==> src/rtl/vp_window_cut.sv <==
// rtl/vp_window_cut.sv - per-frame shadowed crop/mask window stage for an RGB vs/de/data stream
module vp_window_cut #(
  parameter int DATA_WIDTH = 8,
  parameter int CHANNELS   = 3,
  parameter int X_WIDTH    = 12,
  parameter int Y_WIDTH    = 12,
  parameter int FCNT_WIDTH = 16
) (
  input  logic                           clk,
  input  logic                           rst_n,
  input  logic [1:0]                     cfg_mode,
  input  logic [X_WIDTH-1:0]             cfg_start_x,
  input  logic [Y_WIDTH-1:0]             cfg_start_y,
  input  logic [X_WIDTH-1:0]             cfg_end_x,
  input  logic [Y_WIDTH-1:0]             cfg_end_y,
  input  logic [DATA_WIDTH*CHANNELS-1:0] cfg_fill,
  input  logic                           vs_i,
  input  logic                           de_i,
  input  logic [DATA_WIDTH*CHANNELS-1:0] data_i,
  output logic                           vs_o,
  output logic                           de_o,
  output logic [DATA_WIDTH*CHANNELS-1:0] data_o,
  output logic                           state_o,
  output logic                           cfg_err_o,
  output logic [FCNT_WIDTH-1:0]          frame_cnt_o
);
  localparam int PW = DATA_WIDTH * CHANNELS;
  localparam logic [1:0] MODE_CROP = 2'b01;
  localparam logic [1:0] MODE_MASK = 2'b10;

  typedef enum logic {IDLE, FRAME} state_t;

  state_t              st_q, st_d;
  logic                vs_q, vs_d, de_q, de_d, err_q, err_d;
  logic                de_o_q, de_o_d, state_o_q, state_o_d;
  logic [X_WIDTH-1:0]  x_q, x_d, sx_q, sx_d, ex_q, ex_d;
  logic [Y_WIDTH-1:0]  y_q, y_d, sy_q, sy_d, ey_q, ey_d;
  logic [PW-1:0]       fill_q, fill_d, data_o_q, data_o_d;
  logic [1:0]          mode_q, mode_d;
  logic [FCNT_WIDTH-1:0] cnt_q, cnt_d;

  logic                frame_start, line_end, active, col_in, row_in, win_ok, cerr;
  logic [X_WIDTH-1:0]  cx, csx, cex;
  logic [Y_WIDTH-1:0]  cy, csy, cey;
  logic [1:0]          cmode;
  logic [PW-1:0]       cfill;

  always_comb begin
    frame_start = vs_i & ~vs_q;
    line_end    = de_q & ~de_i;
    // A pixel arriving with the vs rise already belongs to the new frame and window
    csx   = frame_start ? cfg_start_x : sx_q;
    csy   = frame_start ? cfg_start_y : sy_q;
    cex   = frame_start ? cfg_end_x   : ex_q;
    cey   = frame_start ? cfg_end_y   : ey_q;
    cmode = frame_start ? cfg_mode    : mode_q;
    cfill = frame_start ? cfg_fill    : fill_q;
    cerr  = frame_start ? ((cfg_start_x >= cfg_end_x) | (cfg_start_y >= cfg_end_y)) : err_q;
    cx    = frame_start ? '0 : x_q;
    cy    = frame_start ? '0 : y_q;

    col_in = (cx >= csx) & (cx < cex);
    row_in = (cy >= csy) & (cy < cey);
    win_ok = col_in & row_in & ~cerr;
    active = (st_q == FRAME) | frame_start;

    vs_d   = vs_i;
    de_d   = de_i;
    sx_d   = csx;
    sy_d   = csy;
    ex_d   = cex;
    ey_d   = cey;
    mode_d = cmode;
    fill_d = cfill;
    err_d  = cerr;

    if (de_i)          x_d = (cx == '1) ? cx : cx + 1'b1;
    else if (line_end) x_d = '0;
    else               x_d = cx;

    if (line_end && !frame_start) y_d = (y_q == '1) ? y_q : y_q + 1'b1;
    else                          y_d = cy;

    st_d  = active ? FRAME : IDLE;
    cnt_d = cnt_q;
    if (frame_start && st_q == FRAME) cnt_d = cnt_q + 1'b1;

    de_o_d   = 1'b0;
    data_o_d = '0;
    if (active) begin
      case (cmode)
        MODE_CROP: begin
          de_o_d   = de_i & win_ok;
          data_o_d = (de_i & win_ok) ? data_i : '0;
        end
        MODE_MASK: begin
          de_o_d   = de_i;
          data_o_d = win_ok ? data_i : cfill;
        end
        default: begin
          de_o_d   = de_i;
          data_o_d = data_i;
        end
      endcase
    end
    state_o_d = active & row_in & ~cerr;
  end

  always_ff @(posedge clk or negedge rst_n) begin
    if (!rst_n) begin
      st_q      <= IDLE;
      vs_q      <= 1'b0;
      de_q      <= 1'b0;
      err_q     <= 1'b0;
      x_q       <= '0;
      y_q       <= '0;
      sx_q      <= '0;
      sy_q      <= '0;
      ex_q      <= '0;
      ey_q      <= '0;
      mode_q    <= '0;
      fill_q    <= '0;
      cnt_q     <= '0;
      de_o_q    <= 1'b0;
      data_o_q  <= '0;
      state_o_q <= 1'b0;
    end else begin
      st_q      <= st_d;
      vs_q      <= vs_d;
      de_q      <= de_d;
      err_q     <= err_d;
      x_q       <= x_d;
      y_q       <= y_d;
      sx_q      <= sx_d;
      sy_q      <= sy_d;
      ex_q      <= ex_d;
      ey_q      <= ey_d;
      mode_q    <= mode_d;
      fill_q    <= fill_d;
      cnt_q     <= cnt_d;
      de_o_q    <= de_o_d;
      data_o_q  <= data_o_d;
      state_o_q <= state_o_d;
    end
  end

  assign vs_o        = vs_q;
  assign de_o        = de_o_q;
  assign data_o      = data_o_q;
  assign state_o     = state_o_q;
  assign cfg_err_o   = err_q;
  assign frame_cnt_o = cnt_q;
endmodule

==> config.mk <==
export PLATFORM = sky130hd
export DESIGN_NAME = vp_window_cut
export DESIGN_NICKNAME = d
export VERILOG_FILES = /design/src/rtl/vp_window_cut.sv
export SDC_FILE = /design/constraint.sdc
export NUM_CORES = 1
export LEC_CHECK = 0
export ABC_AREA = 1
export BUFFER_PORTS_ARGS = -buffer_cell sky130_fd_sc_hd__clkbuf_2
export CORE_ASPECT_RATIO = 0.5
export CORE_MARGIN = 10
export CORE_UTILIZATION = 40
export DETAILED_ROUTE_END_ITERATION = 10
export GPL_ROUTABILITY_DRIVEN = 0
export PLACE_DENSITY = 0.57
export SYNTH_ARGS = -nofsm -noshare
export SYNTH_HDL_FRONTEND = slang
export SYNTH_SLANG_ARGS = --single-unit
==> constraint.sdc <==
create_clock -name clk -period 8.06 [get_ports clk]
set_clock_uncertainty 0.1 [all_clocks]
set_input_delay 0.806 -clock clk [delete_from_list [all_inputs] [get_ports clk]]
set_output_delay 0.806 -clock clk [all_outputs]
set_load 0.05 [all_outputs]
==> impl_metrics.toml <==
[run_status]
run_status = "finished clean"

[power_and_ir_drop]
clockPowerShare_pct = 33.5
vdd_drop_max_mv = 0.1381
pwr-share-seq_pct = 38.5
power_per_cell_area_nw_per_um2 = 213.0
switching_component_of_the_power_uw = 824.3
report.power.total_uw = 2262
p_leak_uw = 0.005866
power.switching_fraction_pct = 36.44
share_comb_of_total_power_pct = 28.0
p_int_uw = 1438

[cells_and_area]
layout_commonest_cell = "nand2_1"
total_non_filler_cell_area_in_the_finished_layout_um2 = 10620
layout_common_cells = "nand2_1, inv_1, nor2_1, dfrtp_1, clkbuf_2"
fin_nets = 1562
num_antenna_cells = 0
p_r_area_growth_vs_syn_pct = 15.92
fraction_of_final_layout_cells_sized_beyond_drive_strength_1_pct = 17.05
fillCellCount = 2270

[routing]
detail_route.drc_violations = 0
avgViaCountPerCell = 4.769
drt.antenna.violating_nets = 0
dr_total_vias = 8151
routed_wire_length_per_instance_um = 14.73
drt_first_iter_violations = 531
drt-total-wl_um = 25170
detail_route.first_pass.iterations = 7

[grt]
grt_start_max_net_pins = 100
grt_overflow = 0
grt_first_pass_wirelength_um = 42660
number_of_global_route_vias_before_repair = 8388
groute.usage.overall_pct = 17.51
grt_antenna_before_repair = 0

[clock_tree]
cts_max_level = 4
cts.hold.buffers_added = 0
clkSinkCount = 144
cts_inserted_buffers = 17
post_cts_setup_driven_buffer_insertion_count = 0
path_clk_slew_ps = 60
clk_root_buffer_cell = "clkbuf_16"
post_cts.resized_instances = 0
clock_latency_ps = 420
cts-root-to-sink-buffers = 2
tritoncts = "built"

[floorplan]
initial_core_util_pct = 40.38
die_y_um = 127.0
coreArea_um2 = 22690
die_w_um = 234.0
placement_rows = 39
design.die.area_um2 = 29730
io_pins = 146

[setup_path]
critical_path.startpoint_type = "input port"
crit_path_top_delay_cell = "nor2_4"
critical_path_cell_by_cell = "clkbuf_2 -> inv_2 -> nor2_4 -> buf_4 -> or2_2 -> o21ai_0 -> ha_1 -> nand2_1 -> nor2_1 -> a211oi_1 -> nand3_1 -> nor2_4 -> nand2_1 -> nand2_1 -> nand3_1 -> a21oi_1"
crit_path_end_kind = "flop"
crit_buf_inv = 3
critical_path.max_fanout = 81
max_stage_delay_ps = 890
crit_family = "simple AND/OR/NAND/NOR gates"
timing_worst_setup_path_type = "in -> reg"
worstPathRequired_ps = 8300
critPathMostFrequentCell = "nand2_1"
critPathArrivalTime_ps = 5110

[timing]
achievable-frequency_mhz = 205.1
period_needed_ps = 4875
hold_viol = 0
final_slew_viol_count = 0
rsz_0062_raised_after_global_routing = "no"
final.period_utilization_pct = 60.48
slew_headroom_pct = 23.41
totalNegativeSetupSlack_ps = 0
setup_viol = 0
actual_slew_at_the_worst_max_slew_pin_ps = 1146

[logic_synthesis]
post_synthesis_sequential_element_count = 144
yosys_warnings = 0
synthesis.instances = 1270
syn-cell-area_um2 = 9163
avgSynthCellArea_um2 = 7.215
synth_nets = 1442
synth.yosys.seq_area_share_pct = 39.33
synth.distinct_cells = 36

[placed_design]
numPortBuffers = 145
dpl.hpwl_um = 18140
placement.cell_area_um2 = 10070

[flow_run]
maxCapViolations = 0

[hold_path]
hold_path_class = "in -> async"
power by group through the flow:
stage / Sequential [µW] / Combinational [µW] / Clock, µW
floorplan: 1050 / 284 / 0
global placement: 882 / 628 / 0
detailed placement: 882 / 639 / 0
CTS: 872 / 641 / 776
global route: 881 / 709 / 806
finish: 871 / 633 / 758
flip-flops by register name (all words and copies together) (netlist names), 2 cells and up:
register and flops:
data_o 24, ex_q 12, ey_q 12, fill_q 24, frame_cnt_o 16, mode_q 2
sx_q 12, sy_q 12, x_q 12, y_q 12
logic make-up after synthesis:
kind of cell             share of synthesized area (%)
AO/OA/AOI/OAI                                    7.306
XOR/XNOR                                         1.529
adder cells (fa/ha/maj)                          9.559
buffers and inverters                            11.55
flip-flops                                       39.33
multiplexers                                    0.1229
AND/OR/NAND/NOR                                  30.60
cell type report:
type | count | area [µm²] | area share [%]
Inverter | 215 | 807.0 | 7.598
Tap cell | 307 | 384.1 | 3.616
Clock inverter | 13 | 112.6 | 1.060
Sequential cell | 144 | 3603 | 33.93
Clock buffer | 18 | 439.2 | 4.135
Multi-Input combinational cell | 862 | 4506 | 42.42
Timing Repair Buffer | 150 | 769.5 | 7.245
synth_stat cells:
library cell	number	share of area (%)
a211oi_1	3	0.25
a21o_1	1	0.082
a21oi_1	23	1.3
a21oi_2	1	0.096
a221oi_1	1	0.096
a31o_2	1	0.096
a31oi_1	2	0.14
and2_1	5	0.34
and3_1	1	0.068
buf_1	3	0.12
buf_2	6	0.33
buf_4	4	0.33
buf_6	6	0.74
clkbuf_1	30	1.2
dfrtp_1	144	39
ha_1	70	9.6
inv_1	211	8.6
inv_2	4	0.16
mux2_2	1	0.12
nand2_1	309	13
nand2_2	2	0.14
nand3_1	78	4.3
nand3b_1	2	0.16
nand4_1	34	2.3
nor2_1	153	6.3
nor2_2	2	0.14
nor2_4	3	0.37
nor3_1	14	0.76
nor3_2	1	0.11
nor4_1	1	0.068
o21ai_0	90	4.9
o21ai_1	1	0.055
o21bai_1	4	0.33
or2_2	43	2.9
xnor2_1	7	0.67
xor2_1	9	0.86
layer usage:
metal  up-vias  track usage (%)  share of wire [%]
met2       135            29.17                 47
met5         -                0                  0
met4         0            4.451               0.95
met1      3801            22.71                 48
li1       4196                -                  -
met3        19            3.800                4.2
worst reg2reg max path, cell delays in order, from the launching register on:
cell and delay, ps:
dfrtp_1 410, inv_1 100, nand2_2 530, buf_4 630
o21ai_0 250, ha_1 340, nand2_1 80, nor2_1 140
nand2_1 90, nor2_1 150, nand2_1 70, nor2_1 80
nand2_1 80, a21oi_2 180, inv_2 60, nor2_4 830
nand2_1 210, nand2_1 120, nand3_1 70, a21oi_1 190
final timing paths:
| check | from | slack, ps | cells past startpoint | to |
|---|---|---|---|---|
| setup / recovery | vs_i | 3190 | 16 | data_o[4] |
| hold / removal | rst_n | 370 | 1 | sy_q[7] |
| setup reg to reg | vs_o | 3290 | 19 | data_o[4] |
| hold reg to reg | fill_q[19] | 380 | 2 | fill_q[19] |
| max in group asynchronous | rst_n | 6220 | 2 | st_q |
| min in group clk | fill_q[19] | 380 | 2 | fill_q[19] |
through the flow:
stage / hold WS, ps / std cells / util (%) / worst slack (ps)
3_5_place_dp: 362.8 / 1678 / 44.38 / 2781
3_3_place_gp: 360.8 / 1678 / 44.38 / 2858
6_report: 374.3 / 1709 / 46.81 / 3185
4_1_cts: 381.5 / 1709 / 46.81 / 3205
2_1_floorplan: 344.5 / 1270 / - / 4346
5_1_grt: 401.9 / 1709 / 46.81 / 2585
Note: power is estimated with default switching activity, not from simulation.
